===== src/rtl/dilithium_pkg.sv =====
// Shared Dilithium constants and the polynomial sequencer state type.
package dilithium_pkg;

  localparam int unsigned Q      = 8380417;
  localparam int unsigned N      = 256;
  localparam int unsigned GAMMA2 = (Q - 1) / 88;

  typedef enum logic [2:0] {
    IDLE,
    READ,
    WAIT,
    CALC,
    WRITE,
    FIN
  } seq_state_e;

endpackage


===== src/rtl/decompose.sv =====
// Combinational Dilithium Decompose: splits r into high bits r1 and centred low bits r0.
module decompose
  import dilithium_pkg::*;
#(
  parameter int WIDTH = 32
) (
  input  logic [WIDTH-1:0] r,
  output logic [WIDTH-1:0] r1,
  output logic [WIDTH-1:0] r0
);

  localparam logic [WIDTH-1:0] Q_W    = WIDTH'(Q);
  localparam logic [WIDTH-1:0] QM1_W  = WIDTH'(Q - 1);
  localparam logic [WIDTH-1:0] ALPHA  = WIDTH'(2 * GAMMA2);
  localparam logic [WIDTH-1:0] HALF_A = WIDTH'(GAMMA2);

  logic [WIDTH-1:0] r_mod;
  logic [WIDTH-1:0] r0_pos;
  logic [WIDTH-1:0] r0_c;
  logic [WIDTH-1:0] diff;

  // r0 lives in two's complement; r - r0 is always non-negative so the divide stays unsigned
  always_comb begin
    r_mod  = r % Q_W;
    r0_pos = r_mod % ALPHA;
    r0_c   = (r0_pos > HALF_A) ? (r0_pos - ALPHA) : r0_pos;
    diff   = r_mod - r0_c;
    r1     = diff / ALPHA;
    r0     = r0_c;
    if (diff == QM1_W) begin
      r1 = '0;
      r0 = r0_c - WIDTH'(1);
    end
  end

endmodule


===== src/rtl/decompose_poly_seq.sv =====
// Walks one polynomial through Decompose: RAM read, capture, compute, write with backpressure.
module decompose_poly_seq
  import dilithium_pkg::*;
#(
  parameter int unsigned N      = 256,
  parameter int unsigned ADDR_W = 8,
  parameter int unsigned WIDTH  = 32,
  parameter int unsigned Q      = 8380417
) (
  input  logic              clk,
  input  logic              rst,
  input  logic              start,
  output logic              busy,
  output logic              done,
  output logic              err,
  output logic              rd_en,
  output logic [ADDR_W-1:0] rd_addr,
  input  logic [WIDTH-1:0]  rd_data,
  output logic              wr_en,
  input  logic              wr_ready,
  output logic [ADDR_W-1:0] wr_addr,
  output logic [WIDTH-1:0]  r1_data,
  output logic [WIDTH-1:0]  r0_data
);

  localparam logic [ADDR_W-1:0] LAST_IDX = ADDR_W'(N - 1);
  localparam logic [WIDTH-1:0]  Q_LIMIT  = WIDTH'(Q);

  seq_state_e        state_q, state_d;
  logic [ADDR_W-1:0] idx_q, idx_d;
  logic [ADDR_W-1:0] wr_addr_q, wr_addr_d;
  logic [WIDTH-1:0]  r_reg_q, r_reg_d;
  logic [WIDTH-1:0]  r1_q, r1_d;
  logic [WIDTH-1:0]  r0_q, r0_d;
  logic              err_q, err_d;
  logic [WIDTH-1:0]  dec_r1;
  logic [WIDTH-1:0]  dec_r0;

  decompose #(
    .WIDTH(WIDTH)
  ) u_decompose (
    .r (r_reg_q),
    .r1(dec_r1),
    .r0(dec_r0)
  );

  always_comb begin
    state_d   = state_q;
    idx_d     = idx_q;
    wr_addr_d = wr_addr_q;
    r_reg_d   = r_reg_q;
    r1_d      = r1_q;
    r0_d      = r0_q;
    err_d     = err_q;
    unique case (state_q)
      IDLE: begin
        if (start) begin
          state_d = READ;
          err_d   = 1'b0;
          idx_d   = '0;
        end
      end
      READ: state_d = WAIT;
      WAIT: begin
        // out-of-range words are flagged but still decomposed
        r_reg_d = rd_data;
        if (rd_data >= Q_LIMIT) err_d = 1'b1;
        state_d = CALC;
      end
      CALC: begin
        r1_d      = dec_r1;
        r0_d      = dec_r0;
        wr_addr_d = idx_q;
        state_d   = WRITE;
      end
      WRITE: begin
        if (wr_ready) begin
          if (idx_q == LAST_IDX) begin
            state_d = FIN;
          end else begin
            idx_d   = idx_q + ADDR_W'(1);
            state_d = READ;
          end
        end
      end
      FIN:     state_d = IDLE;
      default: state_d = IDLE;
    endcase
  end

  always_ff @(posedge clk) begin
    if (rst) begin
      state_q   <= IDLE;
      idx_q     <= '0;
      wr_addr_q <= '0;
      r_reg_q   <= '0;
      r1_q      <= '0;
      r0_q      <= '0;
      err_q     <= 1'b0;
    end else begin
      state_q   <= state_d;
      idx_q     <= idx_d;
      wr_addr_q <= wr_addr_d;
      r_reg_q   <= r_reg_d;
      r1_q      <= r1_d;
      r0_q      <= r0_d;
      err_q     <= err_d;
    end
  end

  assign busy    = (state_q != IDLE) && (state_q != FIN);
  assign done    = (state_q == FIN);
  assign err     = err_q;
  assign rd_en   = (state_q == READ);
  assign rd_addr = idx_q;
  assign wr_en   = (state_q == WRITE);
  assign wr_addr = wr_addr_q;
  assign r1_data = r1_q;
  assign r0_data = r0_q;

endmodule


===== config.mk =====
export PLATFORM = sky130hd
export DESIGN_NAME = decompose_poly_seq
export DESIGN_NICKNAME = d
export VERILOG_FILES = /design/src/rtl/dilithium_pkg.sv /design/src/rtl/decompose.sv /design/src/rtl/decompose_poly_seq.sv
export SDC_FILE = /design/constraint.sdc
export NUM_CORES = 1
export LEC_CHECK = 0
export CORE_MARGIN = 1
export CORE_UTILIZATION = 63
export CTS_CLUSTER_DIAMETER = 100
export DETAILED_ROUTE_END_ITERATION = 16
export GPL_TIMING_DRIVEN = 0
export MAX_ROUTING_LAYER = met4
export PLACE_DENSITY = 0.91
export REMOVE_ABC_BUFFERS = 1
export SLEW_MARGIN = 30
export SYNTH_ARGS = -nofsm -noshare
export SYNTH_HDL_FRONTEND = slang
export SYNTH_SLANG_ARGS = --single-unit

===== constraint.sdc =====
create_clock -name clk -period 42.1 [get_ports clk]
set_input_delay 8.42 -clock clk [delete_from_list [all_inputs] [get_ports clk]]
set_output_delay 8.42 -clock clk [all_outputs]
set_load 0.05 [all_outputs]

* After elaboration in Yosys (flattened, before gate mapping)
Cells that the tools add are included.
** Word-level totals
- Word-level logic and storage cells :: 50
- Bits in registers :: 116
- Input bits :: 36
- Output and inout bits :: 85
** Cells by class
- Multiplexer cells :: 14
- Reductions and logical operators :: 8
- Magnitude comparators :: 2
- Add/sub/neg operators :: 4
- Divide/modulo/power cells :: 3
- Equal/unequal tests :: 12
** Operators with widths (count)
- 32-bit 2-to-1 mux :: 3
- 32-bit by 18-bit divider with 32-bit output (second input constant) :: 1
- 32-bit by 23-bit equality test with 1-bit output (second input constant) :: 1
- 32-bit by 23-bit greater-or-equal comparator with 1-bit output (second input constant) :: 1
- 32-bit by 17-bit greater-than comparator with 1-bit output (second input constant) :: 1
- 32-bit by 18-bit remainder unit with 32-bit output (second input constant) :: 1
- 32-bit by 23-bit remainder unit with 32-bit output (second input constant) :: 1
- 32-bit by 1-bit subtractor with 32-bit output (second input constant) :: 1
- 32-bit by 18-bit subtractor with 32-bit output (second input constant) :: 1
- 32-bit subtractor :: 1
- 8-bit 2-to-1 mux :: 3
- 8-bit one-hot mux with 2 select lines :: 1
- 3-bit one-hot mux with 5 select lines :: 1
- 3-bit 2-to-1 mux :: 3
- 8-bit by 1-bit adder with 8-bit output (second input constant) :: 1
- 8-bit equality test (second input constant) :: 1
- 3-bit by 2-bit equality test with 1-bit output (second input constant) :: 2
- 3-bit equality test (second input constant) :: 2
- 2-bit != test (second input constant) :: 3
- 4-bit AND reduction :: 1
- 2-bit nonzero test :: 2
- 3-bit by 1-bit equality test with 1-bit output (second input constant) :: 1
- 3-bit logical NOT :: 1
- 3-bit != test (second input constant) :: 1
- 7 further kinds :: 8

* Depth between registers and ports, before layout
- Depth after elaboration :: 7
- Gate-level depth with buffers :: 143
- Mapped depth without buffers :: 115

* Modules after synthesis
Synthesis repeated with hierarchy kept, for this count alone.
** Second synthesis, totals
- Cells, all modules :: 3202
- Area, all modules :: 21622.0 µm²
** By module, submodules not included
- decompose :: times used 1, sequential area each 0.0 µm², cells an instance 2647, area each 17270.3 µm²
- decompose_poly_seq :: times used 1, sequential area each 2322.2 µm², cells an instance 555, area each 4351.7 µm²

* Worst setup path after synthesis
Ideal clock, no wire load.
- Kind :: register to register
- Start :: reg r_reg_q[11]
- End :: reg r1_q[0] (netlist: r1_data[0])
- Slack :: 11.374 ns
- Stages on the path, launching flop included :: 128
- Data required time :: 42.009 ns
- Data arrival time :: 30.635 ns
- Library setup time :: 0.091 ns
- Path through :: dfxtp_1 buf_2 nor4_1 nand2_1 o41ai_1 nor2_1 a2111oi_2 mux2i_1 nand2_1 a2111oi_1 nor4_1 a2111oi_0 nand3_1 mux2_2 nor3_2 a211oi_4 o211ai_2 mux2_2 [92 not listed] or4_1 o311a_2 o31ai_4 a32oi_1 and2_4 o311ai_4 o211ai_2 and2_4 xor2_1 a21oi_2 a21boi_2 mux2i_1 xnor2_2 nor2_1 o211ai_1 o2111ai_1 mux2i_1 a311oi_1
** Between the ends
- Word-level cells in the longest chain between the ends :: 7
- Elaborated cells on any way between the ends :: 9
- Those cells by class :: 2 x add/sub; 3 x div; 1 x order compare; 1 x eq/ne; 2 x mux
** RTL lines
- start, declared :: line decompose_poly_seq.sv:32 : logic [WIDTH-1:0] r_reg_q, r_reg_d;
- start signal, assigned :: line decompose_poly_seq.sv:104 : r_reg_q <= r_reg_d;
- 32-bit by 23-bit remainder unit with 32-bit output * :: line decompose.sv:24 : r_mod = r % Q_W;
- 32-bit by 18-bit remainder unit with 32-bit output :: line decompose.sv:25 : r0_pos = r_mod % ALPHA;
- 32-bit by 18-bit subtractor with 32-bit output / 32-bit by 17-bit greater-than comparator with 1-bit output (equally long branches) :: line decompose.sv:26 : r0_c = (r0_pos > HALF_A) ? (r0_pos - ALPHA) : r0_pos;
- 32-bit 2-to-1 mux :: line decompose.sv:26
- 32-bit subtractor * :: line decompose.sv:27 : diff = r_mod - r0_c;
- 32-bit by 18-bit divider with 32-bit output / 32-bit by 23-bit equality test with 1-bit output (equally long branches) :: line decompose.sv:28, decompose.sv:30
- 32-bit 2-to-1 mux * :: line decompose.sv:30 : if (diff == QM1_W) begin
- end signal, assigned :: line decompose_poly_seq.sv:105 : r1_q <= r1_d;
- end, declared :: line decompose_poly_seq.sv:33 : logic [WIDTH-1:0] r1_q, r1_d;
Mark *: on every way between the ends. The rest lies on a longest branch, timed or not.
A chain may end at the register's enable or synchronous reset.

* Worst setup path after layout
- Start :: reg r_reg_q[31]
- End :: reg r1_q[0] (netlist: r1_data[0])
The elaborated chain is that of the path after synthesis.

==> impl_metrics.py <==
metrics = {
    "global_routing": {
        "grt_pass1_wl_um": 115000,
        "grt_overflow": 0,
        "antenna_found_initial": 0,
        "grt_use_total": 0.396,
        "grt_max_degree": 59,
        "grt_pass1_vias": 23140,
    },
    "clock_network": {
        "htree_num_levels": 3,
        "cts_buffers": 9,
        "cts_tree": "done",
        "path_clk_slew_ps": 80,
        "clock-sinks": 99,
        "cts_hold_buf": 0,
        "insertion_delay_ps": 370,
        "clockRootBuffer": "clkbuf_16",
        "clock_path_buffers": 2,
    },
    "synth": {
        "avgSynthCellArea_um2": 6.92,
        "synth-edff-count": 0,
        "synth_cell_types": 169,
        "ys_dominant_reg_cell": "dfxtp_1",
        "syn_inst": 3142,
        "netlist_area_mm2": 0.0217,
        "ys_ff_latch": 99,
        "ys_async_sr_fraction": 0,
        "synth_warnings": 0,
        "synth-seq-area-share": 0.0911,
    },
    "drt": {
        "wl_per_cell_um": 19.8,
        "wl_um": 70800,
        "vias_per_cell": 7.19,
        "drc": 0,
        "via_count": 25705,
        "drtIter0Drc": 3000,
        "ant_nets": 0,
        "dr.pass1.iters": 9,
    },
    "layout": {
        "final_common_cell": "nand2_1",
        "layout-area-overhead-vs-synth_pct": 5.97,
        "layout.nets": 3186,
        "antenna_cells": 0,
        "drive_gt1_frac": 0.0889,
        "layout_common_cells": "393 x nand2_1, 305 x nor2_1, 240 x a21oi_1",
    },
    "die": {
        "die_area_mm2": 0.0353,
        "core_area_mm2": 0.0338,
        "fp.dieW_um": 188,
        "initial_core_util": 0.644,
        "die_h_um": 188,
        "ioPinCount": 121,
        "rows": 67,
    },
    "setup_path": {
        "startpoint_type": "flop",
        "cpMaxStageDelayCell": "nor4_1",
        "path_max_fanout": 16,
        "max_stage_delay_ps": 910,
        "path_class": "reg -> reg",
        "critPathRequiredTime_ps": 42350,
        "end_kind": "flop",
        "critPathMostFrequentCell": "nor2_1",
        "arrival_ps": 40190,
    },
    "timing": {
        "period_share": 0.949,
        "skew_ps": 14.5,
        "hold_viol": 0,
        "slew_headroom": 0.277,
        "fin_setup_tns_ps": 0,
        "timing.fmax_mhz": 25.0,
        "maxSlewViolCount": 0,
        "tightest_slew_ps": 1080,
        "min_period_ps": 39940,
        "setup-violations-final": 0,
    },
    "placement": {
        "gp_congestion": 1.00,
        "io_buffers": 103,
        "dp_hpwl_um": 55300,
    },
    "worst_hold_path": {
        "worstHoldPathType": "reg -> reg",
    },
    "status": {
        "status": "finished clean",
    },
    "run": {
        "maxCapViolations": 0,
    },
}
[path summary, 6_finish.rpt]
kind | slack [ps] | end | cells past startpoint | from
setup / recovery | 2160 | r1_data[0] | 112 | r_reg_q[31]
hold / removal | 460 | r0_data[11] | 2 | r0_data[11]
setup reg to reg | 2160 | r1_data[0] | 112 | r_reg_q[31]
hold reg to reg | 460 | r0_data[11] | 2 | r0_data[11]
[routing by layer]
| metal | global-route usage | up-vias | part of all wire |
|---|---|---|---|
| met4 | 0.115 | 0 | 0.027 |
| met5 | - | - | 0 |
| met1 | 0.530 | 12060 | 0.43 |
| met2 | 0.598 | 1540 | 0.43 |
| met3 | 0.0797 | 206 | 0.11 |
| li1 | - | 11899 | - |
[flip-flops by register name, indices dropped and copies added (netlist names)]
signal / cells
r1_data: 15
rd_addr: 8
wr_addr: 8
state_q: 3
r0_data: 32
err: 1
r_reg_q: 32
[stage by stage]
stage | cells | area (um^2) | hold WS [ps] | worst slack (ps) | util
3_3_place_gp | 3549 | 22400 | 442 | 2040 | 0.663
4_1_cts | 3575 | 22900 | 462 | 2260 | 0.678
5_1_grt | 3576 | 23000 | 473 | -2.50 | 0.682
3_5_place_dp | 3559 | 22600 | 449 | 2400 | 0.669
2_1_floorplan | 2998 | 20800 | 460 | 9270 | -
6_report | 3576 | 23000 | 455 | 2160 | 0.682
[critical path, delay by kind of cell (launching register included)]
kind            cells  cell delay (ps)
compound gates     53            16820
xor+xnor            7             2750
fa+ha+maj           4             1320
buf+inv             4              940
flops               1              670
mux                 9             3620
simple gates       35            13670
[final cells by class]
class                   instances  area (um^2)
well taps                     448          561
clock buffers                   9          225
flip-flops and latches         99         1980
inverters                      79          298
fillers                      2845        10700
clock inverters                 7         82.6
repair buffers                114         1160
multi-input cells            2820        18700
[timing repair]
item,CTS,global route
setup buffers,0,0
setup endpoints to repair,0,3
gates resized for setup,0,12
[cell usage after synthesis, types with 21 or more instances]
cell      instances  share of area
a211oi_1         39          0.013
a21o_1           42          0.015
a21oi_1         241          0.055
a31oi_1          56          0.016
and2_1           41          0.012
and3_1           49          0.014
buf_2            29         0.0067
buf_4            51          0.018
clkbuf_1         51         0.0088
dfxtp_1          99          0.091
ha_1             27          0.016
inv_1            73          0.013
mux2i_1          54          0.025
nand2_1         394          0.068
nand2b_1         31         0.0089
nand3_1         121          0.028
nand4_1          53          0.015
nor2_1          305          0.053
nor3_1           93          0.021
nor4_1           54          0.016
o211ai_1         49          0.017
o21a_1           58          0.020
o21ai_0         133          0.031
o21ai_1          32         0.0074
o22ai_1          25         0.0072
o31ai_1          25         0.0086
or3_1            39          0.011
or4_1            21         0.0073
xnor2_1         145          0.058
xor2_1           66          0.027
[logic make-up after synthesis]
| group | after synthesis | synth area share |
|---|---|---|
| XOR/XNOR | 222 | 0.0940 |
| flip-flops | 99 | 0.0911 |
| adder cells (fa/ha/maj) | 37 | 0.0202 |
| other | 1 | 0.000172 |
| multiplexers | 78 | 0.0376 |
| buffers and inverters | 239 | 0.0601 |
| AO/OA/AOI/OAI | 1075 | 0.367 |
| AND/OR/NAND/NOR | 1391 | 0.330 |
Power is left out: the tool's default activity adds up to more than one toggle a clock period on the data nets, which glitch-free logic cannot reach.
